==> config.mk <==
export PLATFORM = sky130hd
export DESIGN_NAME = exhaustive_sweep_gen_flat
export DESIGN_NICKNAME = d
export VERILOG_FILES = /design/src/rtl/exhaustive_sweep_gen_if.sv /design/src/rtl/exhaustive_sweep_gen.sv /design/src/flat_wrapper.sv
export SDC_FILE = /design/constraint.sdc
export NUM_CORES = 1
export LEC_CHECK = 0
export CORE_MARGIN = 2
export CORE_UTILIZATION = 50
export CTS_CLUSTER_DIAMETER = 60
export DETAILED_ROUTE_END_ITERATION = 7
export GPL_TIMING_DRIVEN = 0
export PLACE_DENSITY = 0.77
export REMOVE_ABC_BUFFERS = 1
export SYNTH_ARGS = -nofsm -noshare
export SYNTH_HDL_FRONTEND = slang
export SYNTH_SLANG_ARGS = --single-unit
==> constraint.sdc <==
create_clock -name clk -period 1.9 [get_ports clk]
set_input_delay 0.38 -clock clk [delete_from_list [all_inputs] [get_ports clk]]
set_output_delay 0.38 -clock clk [all_outputs]
set_load 0.01 [all_outputs]
==> src/rtl/exhaustive_sweep_gen_if.sv <==
// Handshake and data bundle between a sweep controller and exhaustive_sweep_gen.
// The golden_sig/pass/fail signals exist only when SWEEP_GOLDEN_CMP_EN is defined.
interface exhaustive_sweep_gen_if #(
  parameter int unsigned IN_W  = 4,
  parameter int unsigned OUT_W = 2,
  parameter int unsigned SIG_W = 16
) ();
  logic              start;
  logic              abort;
  logic [1:0]        mode;
  logic [OUT_W-1:0]  resp;
  logic [IN_W-1:0]   stim;
  logic              stim_valid;
  logic              busy;
  logic              done;
  logic [IN_W:0]     vec_count;
  logic [SIG_W-1:0]  signature;
`ifdef SWEEP_GOLDEN_CMP_EN
  logic [SIG_W-1:0]  golden_sig;
  logic              pass;
  logic              fail;
`endif

  modport master (
    output start, abort, mode, resp,
`ifdef SWEEP_GOLDEN_CMP_EN
    output golden_sig,
    input  pass, fail,
`endif
    input  stim, stim_valid, busy, done, vec_count, signature
  );

  modport slave (
    input  start, abort, mode, resp,
`ifdef SWEEP_GOLDEN_CMP_EN
    input  golden_sig,
    output pass, fail,
`endif
    output stim, stim_valid, busy, done, vec_count, signature
  );
endinterface

==> src/rtl/exhaustive_sweep_gen.sv <==
// Exhaustive stimulus sequencer: walks all 2^IN_W vectors (up/Gray/down) and MISR-compacts the response.
// Optional golden-signature compare is enabled with SWEEP_GOLDEN_CMP_EN.
//
// state   | meaning
// S_IDLE  | waiting for start; outputs inactive
// S_DRIVE | driving vectors, compacting resp on the last hold cycle
// S_DONE  | sweep complete; stim, signature and vec_count frozen
module exhaustive_sweep_gen #(
  parameter int unsigned      IN_W     = 4,
  parameter int unsigned      OUT_W    = 2,
  parameter int unsigned      HOLD_CYC = 10,
  parameter int unsigned      SIG_W    = 16,
  parameter logic [SIG_W-1:0] SIG_POLY = 16'h1021,
  parameter logic [SIG_W-1:0] SIG_SEED = '0
) (
  input logic                  clk,
  input logic                  rst_n,
  exhaustive_sweep_gen_if.slave sweep_if
);

  localparam int unsigned     HW        = (HOLD_CYC > 1) ? $clog2(HOLD_CYC) : 1;
  localparam logic [HW-1:0]   HOLD_LAST = HW'(HOLD_CYC - 1);
  localparam logic [IN_W-1:0] IDX_LAST  = '1;

  typedef enum logic [1:0] {S_IDLE, S_DRIVE, S_DONE} state_e;

  state_e           state_q;
  logic [1:0]       mode_q;
  logic [IN_W-1:0]  idx_q;
  logic [HW-1:0]    hold_q;
  logic [IN_W-1:0]  stim_q;
  logic             busy_q;
  logic             valid_q;
  logic             done_q;
  logic [IN_W:0]    cnt_q;
  logic [SIG_W-1:0] sig_q;
  logic [SIG_W-1:0] sig_d;
  logic             accept;
  logic             last_hold;
  logic             last_vec;
`ifdef SWEEP_GOLDEN_CMP_EN
  logic             pass_q;
  logic             fail_q;
`endif

  function automatic logic [IN_W-1:0] map_stim(input logic [IN_W-1:0] i, input logic [1:0] m);
    case (m)
      2'b01:   map_stim = i ^ (i >> 1);
      2'b10:   map_stim = ~i;
      default: map_stim = i;
    endcase
  endfunction

  assign accept    = sweep_if.start && !sweep_if.abort && (state_q != S_DRIVE);
  assign last_hold = (hold_q == HOLD_LAST);
  assign last_vec  = (idx_q == IDX_LAST);

  always_comb begin
    sig_d = {sig_q[SIG_W-2:0], 1'b0} ^ (sig_q[SIG_W-1] ? SIG_POLY : '0) ^ SIG_W'(sweep_if.resp);
  end

  always_ff @(posedge clk or negedge rst_n) begin
    if (!rst_n) begin
      state_q <= S_IDLE;
      mode_q  <= 2'b00;
      idx_q   <= '0;
      hold_q  <= '0;
      stim_q  <= '0;
      busy_q  <= 1'b0;
      valid_q <= 1'b0;
      done_q  <= 1'b0;
      cnt_q   <= '0;
      sig_q   <= SIG_SEED;
`ifdef SWEEP_GOLDEN_CMP_EN
      pass_q  <= 1'b0;
      fail_q  <= 1'b0;
`endif
    end else begin
      case (state_q)
        S_IDLE, S_DONE: begin
          if (accept) begin
            state_q <= S_DRIVE;
            mode_q  <= sweep_if.mode;
            idx_q   <= '0;
            hold_q  <= '0;
            stim_q  <= map_stim('0, sweep_if.mode);
            busy_q  <= 1'b1;
            valid_q <= 1'b1;
            done_q  <= 1'b0;
            cnt_q   <= '0;
            sig_q   <= SIG_SEED;
`ifdef SWEEP_GOLDEN_CMP_EN
            pass_q  <= 1'b0;
            fail_q  <= 1'b0;
`endif
          end
        end
        S_DRIVE: begin
          if (sweep_if.abort) begin
            // Partial signature and count are kept for post-mortem.
            state_q <= S_IDLE;
            busy_q  <= 1'b0;
            valid_q <= 1'b0;
            done_q  <= 1'b0;
`ifdef SWEEP_GOLDEN_CMP_EN
            pass_q  <= 1'b0;
            fail_q  <= 1'b0;
`endif
          end else if (last_hold) begin
            sig_q <= sig_d;
            cnt_q <= cnt_q + 1'b1;
            if (last_vec) begin
              state_q <= S_DONE;
              busy_q  <= 1'b0;
              valid_q <= 1'b0;
              done_q  <= 1'b1;
`ifdef SWEEP_GOLDEN_CMP_EN
              pass_q  <= (sig_d == sweep_if.golden_sig);
              fail_q  <= (sig_d != sweep_if.golden_sig);
`endif
            end else begin
              idx_q  <= idx_q + 1'b1;
              hold_q <= '0;
              stim_q <= map_stim(idx_q + 1'b1, mode_q);
            end
          end else begin
            hold_q <= hold_q + 1'b1;
          end
        end
        default: state_q <= S_IDLE;
      endcase
    end
  end

  assign sweep_if.stim       = stim_q;
  assign sweep_if.stim_valid = valid_q;
  assign sweep_if.busy       = busy_q;
  assign sweep_if.done       = done_q;
  assign sweep_if.vec_count  = cnt_q;
  assign sweep_if.signature  = sig_q;
`ifdef SWEEP_GOLDEN_CMP_EN
  assign sweep_if.pass       = pass_q;
  assign sweep_if.fail       = fail_q;
`endif

endmodule

==> src/flat_wrapper.sv <==
// flat-port wrapper written by rule: the top's interface ports become plain ports
module exhaustive_sweep_gen_flat 
#(
  parameter int unsigned      IN_W     = 4,
  parameter int unsigned      OUT_W    = 2,
  parameter int unsigned      HOLD_CYC = 10,
  parameter int unsigned      SIG_W    = 16,
  parameter logic [SIG_W-1:0] SIG_POLY = 16'h1021,
  parameter logic [SIG_W-1:0] SIG_SEED = '0
)
  (clk, rst_n, sweep_if_start, sweep_if_abort, sweep_if_mode, sweep_if_resp, sweep_if_stim, sweep_if_stim_valid, sweep_if_busy, sweep_if_done, sweep_if_vec_count, sweep_if_signature);
  exhaustive_sweep_gen_if #(.IN_W(IN_W), .OUT_W(OUT_W), .SIG_W(SIG_W)) sweep_if_i ();
  input logic clk;
  input logic rst_n;
  input wire logic [$bits(sweep_if_i.start)-1:0] sweep_if_start;
  input wire logic [$bits(sweep_if_i.abort)-1:0] sweep_if_abort;
  input wire logic [$bits(sweep_if_i.mode)-1:0] sweep_if_mode;
  input wire logic [$bits(sweep_if_i.resp)-1:0] sweep_if_resp;
  output wire logic [$bits(sweep_if_i.stim)-1:0] sweep_if_stim;
  output wire logic [$bits(sweep_if_i.stim_valid)-1:0] sweep_if_stim_valid;
  output wire logic [$bits(sweep_if_i.busy)-1:0] sweep_if_busy;
  output wire logic [$bits(sweep_if_i.done)-1:0] sweep_if_done;
  output wire logic [$bits(sweep_if_i.vec_count)-1:0] sweep_if_vec_count;
  output wire logic [$bits(sweep_if_i.signature)-1:0] sweep_if_signature;
  assign sweep_if_i.start = sweep_if_start;
  assign sweep_if_i.abort = sweep_if_abort;
  assign sweep_if_i.mode = sweep_if_mode;
  assign sweep_if_i.resp = sweep_if_resp;
  assign sweep_if_stim = sweep_if_i.stim;
  assign sweep_if_stim_valid = sweep_if_i.stim_valid;
  assign sweep_if_busy = sweep_if_i.busy;
  assign sweep_if_done = sweep_if_i.done;
  assign sweep_if_vec_count = sweep_if_i.vec_count;
  assign sweep_if_signature = sweep_if_i.signature;
  exhaustive_sweep_gen #(.IN_W(IN_W), .OUT_W(OUT_W), .HOLD_CYC(HOLD_CYC), .SIG_W(SIG_W), .SIG_POLY(SIG_POLY), .SIG_SEED(SIG_SEED)) u_core (.clk(clk), .rst_n(rst_n), .sweep_if(sweep_if_i));
endmodule
==> flow_summary.json <==
{
  "grt_setup_unrepaired": "no",
  "hold_path_class": "in -> async",
  "clock_latency_ns": 0.29,
  "grt-busiest-layer": "met2",
  "end_kind": "flip-flop",
  "crit_chain": "ha_1 -> and3b_2 -> a21oi_4 -> or2_4 -> a22o_1",
  "dp_hpwl_mm": 3.01,
  "outcome": "complete, no violations",
  "area_growth_pct": 25.4,
  "finalCoreUtilization": 0.662,
  "clock_path_buffers": 2,
  "vias": 1652,
  "cts_htree_levels": 2,
  "total_power_mw": 1.94,
  "clock-sinks": 39,
  "cts_root_buf": "clkbuf_8",
  "dieArea_um2": 4480,
  "drive_gt1_frac": 0.110,
  "worstMarginPinSlew_ns": 0.865,
  "port_buffers": 35,
  "setup-violations-final": 0,
  "powerDensity_nw_per_um2": 781,
  "layout_min_cycle_time_ns": 1.79,
  "synth_seq_cells": 39,
  "r2r_start": "u_core.hold_q[0]$_DFFE_PN0P_",
  "cts_hold_buf": 0,
  "fin_area_um2": 2480,
  "max_freq_mhz": 558,
  "firstDrtPassIters": 6,
  "syn_area_per_cell_um2": 10.3,
  "slew_headroom": 0.423,
  "path_clk_slew_ns": 0.07,
  "yosysWarnings": 0,
  "grt_max_degree": 40,
  "met3_usage": 0.0422,
  "crit_slowest_cell": "dfrtp_1",
  "drc_errors": 0,
  "fp-row-count": 22,
  "rr_endpoint": "u_core.sweep_if.signature[10]$_DFFE_PN0P_",
  "routed_wl_mm": 4.31,
  "gr-usage-all-layers": 0.220,
  "fin_crit_sh": 0.943,
  "maxCapViolCount": 0,
  "start_kind": "flip-flop",
  "core_um2": 3740,
  "overflow": 0,
  "viasPerCell": 6.01,
  "finClkSkew_ns": 0.00425,
  "finalHoldViolations": 0,
  "crit_arrival_ns": 2.01,
  "start_util": 0.528,
  "cts_buffers": 5,
  "ff2ff_setup_slack_ns": 0.11,
  "drtAntennaViolNets": 0,
  "dieWidth_um": 66.9,
  "gp_congestion": 0.924,
  "grt_use_met2": 0.358,
  "drt_iter0_drc": 118,
  "hold_ws_ns": 0.203,
  "seq_area_frac_synth": 0.493,
  "p_leak_nw": 1.05,
  "worstPathRequired_ns": 2.12,
  "critPathKind": "reg -> reg",
  "die_h_um": 66.9,
  "place_area_um2": 2320,
  "ir_drop_mv": 0.425,
  "grt_pass1_wl_mm": 7.39,
  "diodes": 0,
  "fin_nets": 240,
  "synthCells": 192,
  "drt-wirelength-per-cell_um": 15.7,
  "cp_slowest_stage_delay_ns": 0.43,
  "grt_pass1_vias": 1609,
  "antenna_found_initial": 0,
  "reg2reg_depth": 5,
  "tritoncts": "yes",
  "cp_max_fo": 18,
  "fillCellCount": 292,
  "grt_util_met1": 0.288,
  "synth_area_um2": 1980,
  "io_pins": 36,
  "synthDistinctLibCells": 39,
  "finalMaxSlewViolations": 0
}
what timing repair did:
item | CTS | global route
setup endpoints to repair | 35 | 27
gates resized for setup | 8 | 7
pin swaps | 1 | 1
buffers inserted | 1 | 2
endpoints found under the hold margin | 0 | 0
per-stage QoR:
stage / TNS [ns] / setup WS [ns] / std cells
final: 0 / 0.108 / 275
after CTS: 0 / 0.00733 / 273
after global placement: -47.01 / -1.21 / 264
after detailed placement: -36.75 / -1.36 / 264
after floorplan: -1.83 / -0.106 / 181
after global routing: 0 / 0.0181 / 275
per-layer routing:
layer	wire [µm]	vias up	share of wire
met2	2070	44	0.48
met5	0	-	0
met1	1960	816	0.45
li1	-	783	-
met3	209	9	0.049
met4	70	0	0.016
state kept, by name, summed over array words and instances, names as in the netlist:
register and count:
u_core.sweep_if.busy 1, u_core.sweep_if.signature 16, u_core.sweep_if.vec_count 5, u_core.sweep_if.stim 4, u_core.sweep_if.done 1, u_core.idx_q 4
u_core.state_q 2, u_core.hold_q 4, u_core.mode_q 2
cells by family after synthesis:
group	count (synthesis)	share of synthesized area
muxes	4	0.0209
buffers and inverters	19	0.0493
AOI/OAI and AO/OA	71	0.242
xor gates and xnor gates	6	0.0266
and+or+nand+nor	47	0.130
DFF	39	0.493
adders and majority gates	6	0.0379
area by class of cell:
type	instances	area, µm²	share of cell area
well taps	48	60.1	0.0242
multi-input cells	134	950	0.383
inverters	8	30.0	0.0121
flip-flops and latches	39	977	0.394
repair buffers	38	363	0.146
clock buffers	8	100	0.0404
critical path: cells and delay by family, from the launching register on:
kind                     cells  cell delay (ns)
AO/OA/AOI/OAI                2             0.48
AND/OR/NAND/NOR              2             0.58
adder cells (fa/ha/maj)      1             0.23
flip-flops                   1             0.43
cell usage after synthesis, drive strengths merged:
cell    number  area (µm²)
dfrtp       39         976
o21ai       21         105
a22o        14         123
a21oi       12        60.1
nand2       11        41.3
buf          9        60.1
nor2         9        33.8
inv          8        30.0
o31ai        8        60.1
nand3        7        35.0
ha           6        75.1
nand2b       4        25.0
xnor2        4        35.0
a31oi        3        18.8
mux2i        3        30.0
nor3         3        15.0
nor3b        3        32.5
or4          3        22.5
a2111o       2        22.5
a21o         2        15.0
clkbuf       2        7.51
nand3b       2        15.0
o211ai       2        15.0
o21bai       2        15.0
o311ai       2        17.5
or2          2        12.5
xor2         2        17.5
a31o         1        8.76
a32o         1        10.0
a32oi        1        8.76
and2         1        6.26
and2b        1        8.76
and3b        1        8.76
mux2         1        11.3
report_power, final:
part | internal [mW] | leakage, nW | total, mW | switching (mW)
clock | 0.331 | 0.0515 | 0.596 | 0.265
combinational | 0.182 | 0.478 | 0.388 | 0.206
sequential | 0.896 | 0.524 | 0.953 | 0.0570
worst max path at each step:
stage / cells after the start / slack [ns] / to / startpoint
floorplan: 5 / -0.11 / u_core.idx_q[1]$_DFFE_PN0P_ / u_core.hold_q[0]$_DFFE_PN0P_
global placement: 5 / -1.21 / u_core.sweep_if.signature[12]$_DFFE_PN0P_ / sweep_if_abort
detailed placement: 5 / -1.36 / u_core.sweep_if.signature[10]$_DFFE_PN0P_ / sweep_if_abort
CTS: 6 / 0.007 / u_core.hold_q[2]$_DFFE_PN0P_ / sweep_if_abort
global route: 5 / 0.02 / u_core.hold_q[2]$_DFFE_PN0P_ / u_core.idx_q[0]$_DFFE_PN0P_
finish: 5 / 0.11 / u_core.sweep_if.signature[10]$_DFFE_PN0P_ / u_core.hold_q[0]$_DFFE_PN0P_
cell usage in the layout (no fill, tap or decap), types with 2 or more instances in the layout:
| cell | Yosys | layout |
|---|---|---|
| a2111o_1 | 2 | 2 |
| a21o_1 | 2 | 2 |
| a21oi_1 | 12 | 11 |
| a22o_1 | 14 | 14 |
| a31oi_1 | 3 | 3 |
| buf_4 | 1 | 3 |
| clkbuf_8 | 0 | 7 |
| clkdlybuf4s50_1 | 0 | 33 |
| dfrtp_1 | 39 | 38 |
| ha_1 | 6 | 5 |
| inv_1 | 8 | 8 |
| mux2i_1 | 3 | 3 |
| nand2_1 | 11 | 11 |
| nand2b_1 | 4 | 4 |
| nand3_1 | 7 | 7 |
| nand3b_1 | 2 | 2 |
| nor2_1 | 9 | 9 |
| nor3_1 | 3 | 2 |
| nor3b_4 | 0 | 2 |
| o211ai_1 | 2 | 2 |
| o21ai_0 | 20 | 19 |
| o21bai_1 | 2 | 2 |
| o311ai_0 | 2 | 2 |
| o31ai_1 | 8 | 8 |
| or4_1 | 3 | 3 |
| xnor2_1 | 4 | 4 |
| xor2_1 | 2 | 2 |
Power figures use the tool's default switching activity.
